### src/rtl/uart_pkg.sv
// Shared types and constants for the UART transmit arbiter.
// UART_ARB_ID_HDR_EN adds the HDR state used to send a requester-ID header byte.
package uart_pkg;

    localparam int BYTE_W = 8;
    localparam logic [3:0] UART_HDR_TAG = 4'hA;

`ifdef UART_ARB_ID_HDR_EN
    typedef enum logic [2:0] {
        IDLE,
        SEND,
        WAIT_BUSY,
        WAIT_DONE,
        HDR
    } arb_state_e;
`else
    typedef enum logic [1:0] {
        IDLE,
        SEND,
        WAIT_BUSY,
        WAIT_DONE
    } arb_state_e;
`endif

endpackage

### src/rtl/rr_arbiter.sv
// Combinational round-robin pick: first asserted request after last_grant, with wrap-around.
module rr_arbiter #(
    parameter int N = 4,
    parameter int W = $clog2(N)
) (
    input  logic [N-1:0] req,
    input  logic [W-1:0] last_grant,
    output logic [W-1:0] grant,
    output logic         any_req
);

    always_comb begin
        int idx;
        // NOTE: every output gets a default before the scan so no latch is inferred.
        grant   = '0;
        any_req = 1'b0;
        idx     = 0;
        for (int k = 1; k <= N; k++) begin
            idx = int'(last_grant) + k;
            if (idx >= N) idx = idx - N;
            if (!any_req && req[idx]) begin
                grant   = W'(idx);
                any_req = 1'b1;
            end
        end
    end

endmodule

### src/rtl/uart_tx_arbiter.sv
// Packet-granular round-robin sharing of one single-byte UART transmit engine.
// Define UART_ARB_ID_HDR_EN to prefix every packet with header byte 8'hA0 | grant_id.
module uart_tx_arbiter
    import uart_pkg::*;
#(
    parameter int NUM_REQ = 4,
    parameter int REQ_W   = $clog2(NUM_REQ)
) (
    input  logic                      clk,
    input  logic                      rst_n,
    input  logic [NUM_REQ-1:0]        req_valid,
    input  logic [BYTE_W*NUM_REQ-1:0] req_data,
    input  logic [NUM_REQ-1:0]        req_last,
    output logic [NUM_REQ-1:0]        req_ready,
    output logic                      tx_start,
    output logic [BYTE_W-1:0]         tx_data,
    input  logic                      tx_busy,
    output logic [REQ_W-1:0]          grant_id,
    output logic                      grant_active
);

    arb_state_e       state;
    logic [REQ_W-1:0] last_grant;
    logic [REQ_W-1:0] pick;
    logic             any_req;
    logic             last_q;

    rr_arbiter #(
        .N (NUM_REQ),
        .W (REQ_W)
    ) u_rr (
        .req        (req_valid),
        .last_grant (last_grant),
        .grant      (pick),
        .any_req    (any_req)
    );

    always_comb begin
        req_ready = '0;
        if (state == SEND) req_ready[grant_id] = 1'b1;
    end

    always_ff @(posedge clk or negedge rst_n) begin
        if (!rst_n) begin
            state        <= IDLE;
            tx_start     <= 1'b0;
            tx_data      <= '0;
            grant_id     <= '0;
            grant_active <= 1'b0;
            last_q       <= 1'b0;
            last_grant   <= REQ_W'(NUM_REQ - 1);
        end else begin
            // NOTE: non-blocking default makes tx_start a one-cycle pulse unless a load re-arms it.
            tx_start <= 1'b0;
            case (state)
                IDLE: begin
                    if (any_req) begin
                        grant_id     <= pick;
                        grant_active <= 1'b1;
`ifdef UART_ARB_ID_HDR_EN
                        state        <= HDR;
`else
                        state        <= SEND;
`endif
                    end
                end
`ifdef UART_ARB_ID_HDR_EN
                HDR: begin
                    tx_data  <= {UART_HDR_TAG, 4'h0} | BYTE_W'(grant_id);
                    last_q   <= 1'b0;
                    tx_start <= 1'b1;
                    state    <= WAIT_BUSY;
                end
`endif
                SEND: begin
                    if (req_valid[grant_id]) begin
                        tx_data  <= req_data[int'(grant_id)*BYTE_W +: BYTE_W];
                        last_q   <= req_last[grant_id];
                        tx_start <= 1'b1;
                        state    <= WAIT_BUSY;
                    end
                end
                WAIT_BUSY: begin
                    if (tx_busy) state <= WAIT_DONE;
                end
                WAIT_DONE: begin
                    // The engine's busy is registered, so only its falling edge marks the byte done.
                    if (!tx_busy) begin
                        if (last_q) begin
                            last_grant   <= grant_id;
                            grant_active <= 1'b0;
                            state        <= IDLE;
                        end else begin
                            state <= SEND;
                        end
                    end
                end
                default: state <= IDLE;
            endcase
        end
    end

endmodule

### config.mk
export PLATFORM = sky130hd
export DESIGN_NAME = uart_tx_arbiter
export DESIGN_NICKNAME = d
export VERILOG_FILES = /design/src/rtl/uart_pkg.sv /design/src/rtl/rr_arbiter.sv /design/src/rtl/uart_tx_arbiter.sv
export SDC_FILE = /design/constraint.sdc
export NUM_CORES = 1
export LEC_CHECK = 0
export ABC_AREA = 1
export CORE_UTILIZATION = 42
export CTS_CLUSTER_DIAMETER = 150
export CTS_CLUSTER_SIZE = 28
export DETAILED_ROUTE_END_ITERATION = 10
export PLACE_DENSITY = 0.84
export SLEW_MARGIN = 0
export SYNTH_ARGS = -nofsm -noshare
export SYNTH_HDL_FRONTEND = slang
export SYNTH_HIERARCHICAL = 1
export SYNTH_SLANG_ARGS = --single-unit
### constraint.sdc
create_clock -name clk -period 2.4 [get_ports clk]
set_input_delay 0.6 -clock clk [delete_from_list [all_inputs] [get_ports clk]]
set_output_delay 0.6 -clock clk [all_outputs]
set_load 0.01 [all_outputs]
==> impl_metrics.tcl, run 1 <==
set metrics [dict create \
    drtPass1Iterations 4 \
    grt_pass1_vias 1490 \
    grt_max_degree 20 \
    synth.area.mux_share_pct 0 \
    status "finished, final reports clean" \
    numCtsBuffers 3 \
    dieArea_sq_um 3510 \
    ff2ff_path_depth 12 \
    min_to "tx_data[7]$_DFFE_PN0P_" \
    timing.fmax_ghz 0.453 \
    path_cells "buf_4 > clkdlybuf4s50_1" \
    cts-root-buf "clkbuf_4" \
    cts_sinks 17 \
    async_flop_share_pct 100 \
    vias 1590 \
    synthTopCellsByArea "dfrtp_1 27%, nand2_1 19%, nand3_1 18%" \
    rsz0062_at_grt "no" \
    busiest_layer "met2" \
    worstPathMaxFanout 19 \
    setup_viol 0 \
    areaGrowthSynthToFinish_pct 49.5 \
    port_buffers 58 \
    syn_inst 209 \
    vdd_ir_drop_max_mv 0.517 \
    gp_congestion 0.832 \
    rrSetupSlack_ns 0.46 \
    whs_path_depth 2 \
    drtIter0Drc 107 \
    tightest_slew_ns 0.389 \
    htreeDepth 1 \
    crit_arrival_ns 1.61 \
    rows 20 \
    dieHeight_um 59.2 \
    synth_cell_types 20 \
    drive_gt1_share_pct 9.26 \
    synth_top_flop_cell "dfrtp_1" \
    syn_area_sq_um 1380 \
    clock_path_buffers 2 \
    hold_class "flip-flop to flip-flop" \
    grtUsageMet3_pct 6.99 \
    grt_usage_pct 22.8 \
    synth_nets 258 \
    critPathLaunch "grant_id[0]$_DFFE_PN0P_" \
    r2r_start "last_grant[0]$_DFFE_PN1P_" \
    cpPeakStageDelay_ns 0.57 \
    finalCritPeriodShare_pct 91.9 \
    worst-setup-path-type "flip-flop to output pin" \
    synth_commonest_cells "70 x nand2_1, 50 x nand3_1, 15 x dfrtp_1" \
    synth_fa_ha_area_share_pct 5.45 \
    p_leak_uw 0.00100 \
    drcViolationCount 0 \
    slew_viol_final 0 \
    synth_top_area_share_pct 27.3 \
    synth_compound_area_share_pct 4.18 \
    n_antenna_cell 0 \
    critical_path_required_ns 1.80 \
    avgSynthCellArea_sq_um 6.59 \
    cts_hold_buf 0 \
    timing.rr.end "state[1]$_DFFE_PN0P_" \
    period_minus_slack_ns 2.21 \
    die_w_um 59.2 \
    max_slew_margin_pct 74.1 \
    p_per_area_nw_per_um2 1170 \
    ys_ff_latch 17 \
    nets 320 \
    ant_nets 0 \
    finClkSkew_ns 0.00746 \
    pin_count 59 \
    yosysMostFrequentCell "nand2_1" \
    synth-simple-area-share_pct 52.0 \
    grt_overflow_total 0 \
    grt_pass1_wl_um 6070 \
    finalSetupTns_ns 0 \
    min-delay-start "tx_data[7]$_DFFE_PN0P_" \
    synth_top_family_by_area "simple AND/OR/NAND/NOR gates" \
    synth-xor-area-share_pct 0 \
    maxCapViolations 0 \
    antenna_found_initial 0 \
    yosys_warnings 6 \
    finalWirelength_um 3660 \
    finalPower_uw 2400 \
    coreArea_sq_um 3080 \
    viasPerCell 5.06 \
    cp-start-kind "flip-flop" \
    insertion_delay_ns 0.29 \
    yosys.area.top_type "dfrtp_1" \
    post_drt_wl_per_cell_um 11.7 \
    use_met1_pct 24.0 \
    path_clk_slew_ns 0.10 \
    grt_use_met2_pct 43.3 \
    final_core_util_pct 66.9 \
    cts_tree "done" \
    hold_viol 0 \
    dpl.hpwl_um 2900 \
    initial_core_util_pct 44.7 \
    synth_edf_count 0 \
    crit_slowest_cell "clkdlybuf4s50_1" \
    endpoint_kind "output pin" \
    post-cts-setup-buffer-count 0 \
    ys_seq_area_share_pct 31.1 \
]
-- worst max-delay path: cells and delay by family (launching register included) --
kind     cells  cell delay [ns]
buf+inv      2             0.84
flops        1             0.47
-- cell usage in the layout, fill, tap and decap left out, drive strengths merged, types with 2 or more instances in the layout --
| master | synthesis | routed |
|---|---|---|
| dlygate4sd2 | 0 | 4 |
| a21oi | 6 | 6 |
| nand3 | 50 | 50 |
| dfstp | 2 | 2 |
| nor2 | 6 | 6 |
| ha | 6 | 6 |
| dfrtp | 15 | 15 |
| clkbuf | 7 | 4 |
| o21ai | 4 | 4 |
| buf | 2 | 8 |
| nand2 | 77 | 77 |
| inv | 16 | 16 |
| nor3 | 5 | 5 |
| nand4 | 12 | 12 |
| clkdlybuf4s50 | 0 | 54 |
-- repair_timing --
action / in CTS / in global routing
gates resized for setup: 5 / 0
endpoints found under the setup margin: 4 / 0
endpoints found under the hold margin: 0 / 0
-- power by group --
part	switching (uW)	internal [uW]	leakage [uW]
Combinational	989	707	0.000778
Sequential	123	434	0.000207
Clock	85.7	64.5	0.0000150
Total	1200	1210	0.00100
-- metrics by stage --
step | setup WS [ns] | area, sq um | hold slack (ns) | instances
final | 0.195 | 2060 | 0.483 | 314
after floorplan | 0.704 | 1380 | 0.304 | 209
after global placement | 0.145 | 2030 | 0.462 | 310
after global routing | 0.110 | 2060 | 0.517 | 314
after CTS | 0.186 | 2060 | 0.490 | 314
after detailed placement | 0.0408 | 2030 | 0.465 | 310
-- metal layers --
layer	vias up	routed length (um)
met4	0	46
met1	692	1550
met3	6	298
li1	822	-
met5	-	0
met2	70	1770
-- cell type report --
class / instances / area, sq um
clock buffer: 4 / 26.3
fill: 272 / 1020
inverter: 16 / 62.6
multi-input combinational: 167 / 851
sequential: 17 / 428
tap: 44 / 55.1
timing repair buffer: 66 / 636
-- sequential cells by signal, summed over array words and instances, names as in the netlist --
signal,count
grant_active,1
last_q,1
tx_start,1
grant_id,2
last_grant,2
state,2
tx_data,8
-- how the worst max path moves through the flow --
stage	end	slack (ns)	depth (start not counted)
floorplan	state[1]$_DFFE_PN0P_	0.70	11
global placement	state[1]$_DFFE_PN0P_	0.14	12
detailed placement	state[0]$_DFFE_PN0P_	0.04	12
CTS	grant_id[0]	0.19	2
global route	grant_id[0]	0.11	2
finish	grant_id[0]	0.19	2
-- logic make-up after synthesis --
family	Yosys count
fa+ha+maj	6
compound gates	11
simple gates	150
buf+inv	25
flops	17
No activity file was read; power rests on OpenSTA's default activity.
==> run 2, diff against run 1 <==
==> constraint.sdc (replaced) <==
create_clock -name clk -period 2.1 [get_ports clk]
set_input_delay 0.525 -clock clk [delete_from_list [all_inputs] [get_ports clk]]
set_output_delay 0.525 -clock clk [all_outputs]
set_load 0.01 [all_outputs]
==> impl_metrics.tcl, run 2 (synthesis gave the netlist of run 1 again) <==
set metrics [dict create \
    timing.fmax_ghz 0.498 \
    drtIter0Drc 75 \
    dieHeight_um 59.2 \
    status "finished, final reports clean" \
    drtPass1Iterations 4 \
    tightest_slew_ns 0.238 \
    vias 1662 \
    path_buf_inv 3 \
    cp-start-kind "flip-flop" \
    worstPathMaxFanout 4 \
    ant_nets 0 \
    gp_congestion 0.887 \
    finalPower_uw 2920 \
    pin_count 59 \
    critical-path-top-delay-family "buffers and inverters" \
    grt_overflow_total 0 \
    coreArea_sq_um 3080 \
    path_clk_slew_ns 0.11 \
    p_per_area_nw_per_um2 1370 \
    cts_sinks 17 \
    hold_class "flip-flop to flip-flop" \
    grt_pass1_vias 1532 \
    finClkSkew_ns 0.00741 \
    nets 330 \
    crit_arrival_ns 1.48 \
    critical_path_required_ns 1.57 \
    setup_viol 0 \
    hold_viol 0 \
    maxCapViolations 0 \
    final_common_cell "nand2_1" \
    viasPerCell 5.13 \
    antenna_found_initial 0 \
    crit_slowest_cell "dfrtp_1" \
    numCtsBuffers 3 \
    die_w_um 59.2 \
    slew_viol_final 0 \
    cts_hold_buf 0 \
    final_area_sq_um 2130 \
    cts_tree "done" \
    path_cells "inv_1 > ha_1 > inv_1 > nor3_1 > dlygate4sd2_1" \
    drive_gt1_share_pct 12.5 \
    post-cts-setup-buffer-count 0 \
    finalWirelength_um 3990 \
    fill_cells 264 \
    worst_path_most_repeated_cell "inv_1" \
    endpoint_kind "output pin" \
    final_core_util_pct 69.3 \
    dieArea_sq_um 3510 \
    post_drt_wl_per_cell_um 12.3 \
    rows 20 \
    n_antenna_cell 0 \
    top_register "tx_data" \
    cpPeakStageDelay_ns 0.39 \
    port_buffers 58 \
    period_minus_slack_ns 2.01 \
    htreeDepth 1 \
    initial_core_util_pct 44.7 \
    areaGrowthSynthToFinish_pct 55.1 \
    rsz0062_at_grt "no" \
    ctsResizeCount 4 \
    drcViolationCount 0 \
    p_leak_uw 0.00104 \
    clock_path_buffers 2 \
    insertion_delay_ns 0.29 \
    max_slew_margin_pct 84.0 \
    worst-setup-path-type "flip-flop to output pin" \
    dpl.hpwl_um 3100 \
    grt_max_degree 19 \
    grt_pass1_wl_um 6400 \
    cts-root-buf "clkbuf_4" \
    place_area_sq_um 2110 \
    grt_usage_pct 23.9 \
    vdd_ir_drop_max_mv 0.551 \
    layout.cells.most_common_list "70 x nand2_1, 54 x clkdlybuf4s50_1, 50 x nand3_1" \
    finalCritPeriodShare_pct 95.6 \
    largest_reg_flops 8 \
]
-- run 2: per-stage QoR --
stage	worst slack, ns	TNS (ns)	cells	hold slack (ns)
global route	0.00505	0	324	0.519
finish	0.0918	0	324	0.494
global placement	-0.0378	-0.0840	320	0.463
floorplan	0.404	0	209	0.229
CTS	0.0332	0	324	0.499
detailed placement	-0.0995	-0.265	320	0.471
-- run 2: metal layers --
metal | part of all wire [%] | global-route usage (%) | vias to the layer above
met4 | 1.1 | 5.10 | 0
met5 | 0 | 0 | -
li1 | - | - | 843
met3 | 7.1 | 7.42 | 6
met1 | 42 | 26.7 | 749
met2 | 50 | 44.1 | 64
-- run 2: worst paths after layout --
check	endpoint	slack, ns	startpoint	cells past startpoint
max	req_ready[3]	0.09	state[1]$_DFFE_PN0P_	5
min	tx_data[5]$_DFFE_PN0P_	0.49	tx_data[5]$_DFFE_PN0P_	2
max reg2reg	state[1]$_DFFE_PN0P_	0.15	last_grant[0]$_DFFE_PN1P_	11
min reg2reg	tx_data[5]$_DFFE_PN0P_	0.49	tx_data[5]$_DFFE_PN0P_	2
max in group asynchronous	last_grant[0]$_DFFE_PN1P_	1.30	rst_n	2
min in group asynchronous	state[0]$_DFFE_PN0P_	0.55	rst_n	2
-- run 2: final cells by class --
| class | count | area, sq um | share of cell area (%) |
|---|---|---|---|
| multi-input combinational | 167 | 848 | 39.7 |
| timing repair buffer | 76 | 713 | 33.4 |
| sequential | 17 | 429 | 20.1 |
| inverter | 16 | 62.6 | 2.93 |
| tap | 44 | 55.1 | 2.58 |
| clock buffer | 4 | 26.3 | 1.23 |
-- run 2: worst min-delay path, delay by kind of cell (launching register included) --
kind	cells	cell delay (ns)
flops	1	0.36
simple gates	2	0.10
-- run 2: report_power, final --
group          internal (uW)  total (uW)  switching [uW]  leakage, uW
registers                499         634             135     0.000206
logic                    921        2110            1190     0.000821
clock network           73.8         179             105    0.0000150
total                   1490        2920            1430      0.00104
==> run 3, diff against run 2 <==
--- a/config.mk
+++ b/config.mk
@@ -6,6 +6,7 @@
 export NUM_CORES = 1
 export LEC_CHECK = 0
 export ABC_AREA = 1
+export CAP_MARGIN = 10
 export CORE_UTILIZATION = 42
 export CTS_CLUSTER_DIAMETER = 150
 export CTS_CLUSTER_SIZE = 28
==> results of run 3 <==
Final layout, timing and power as in run 2 (identical DEF).
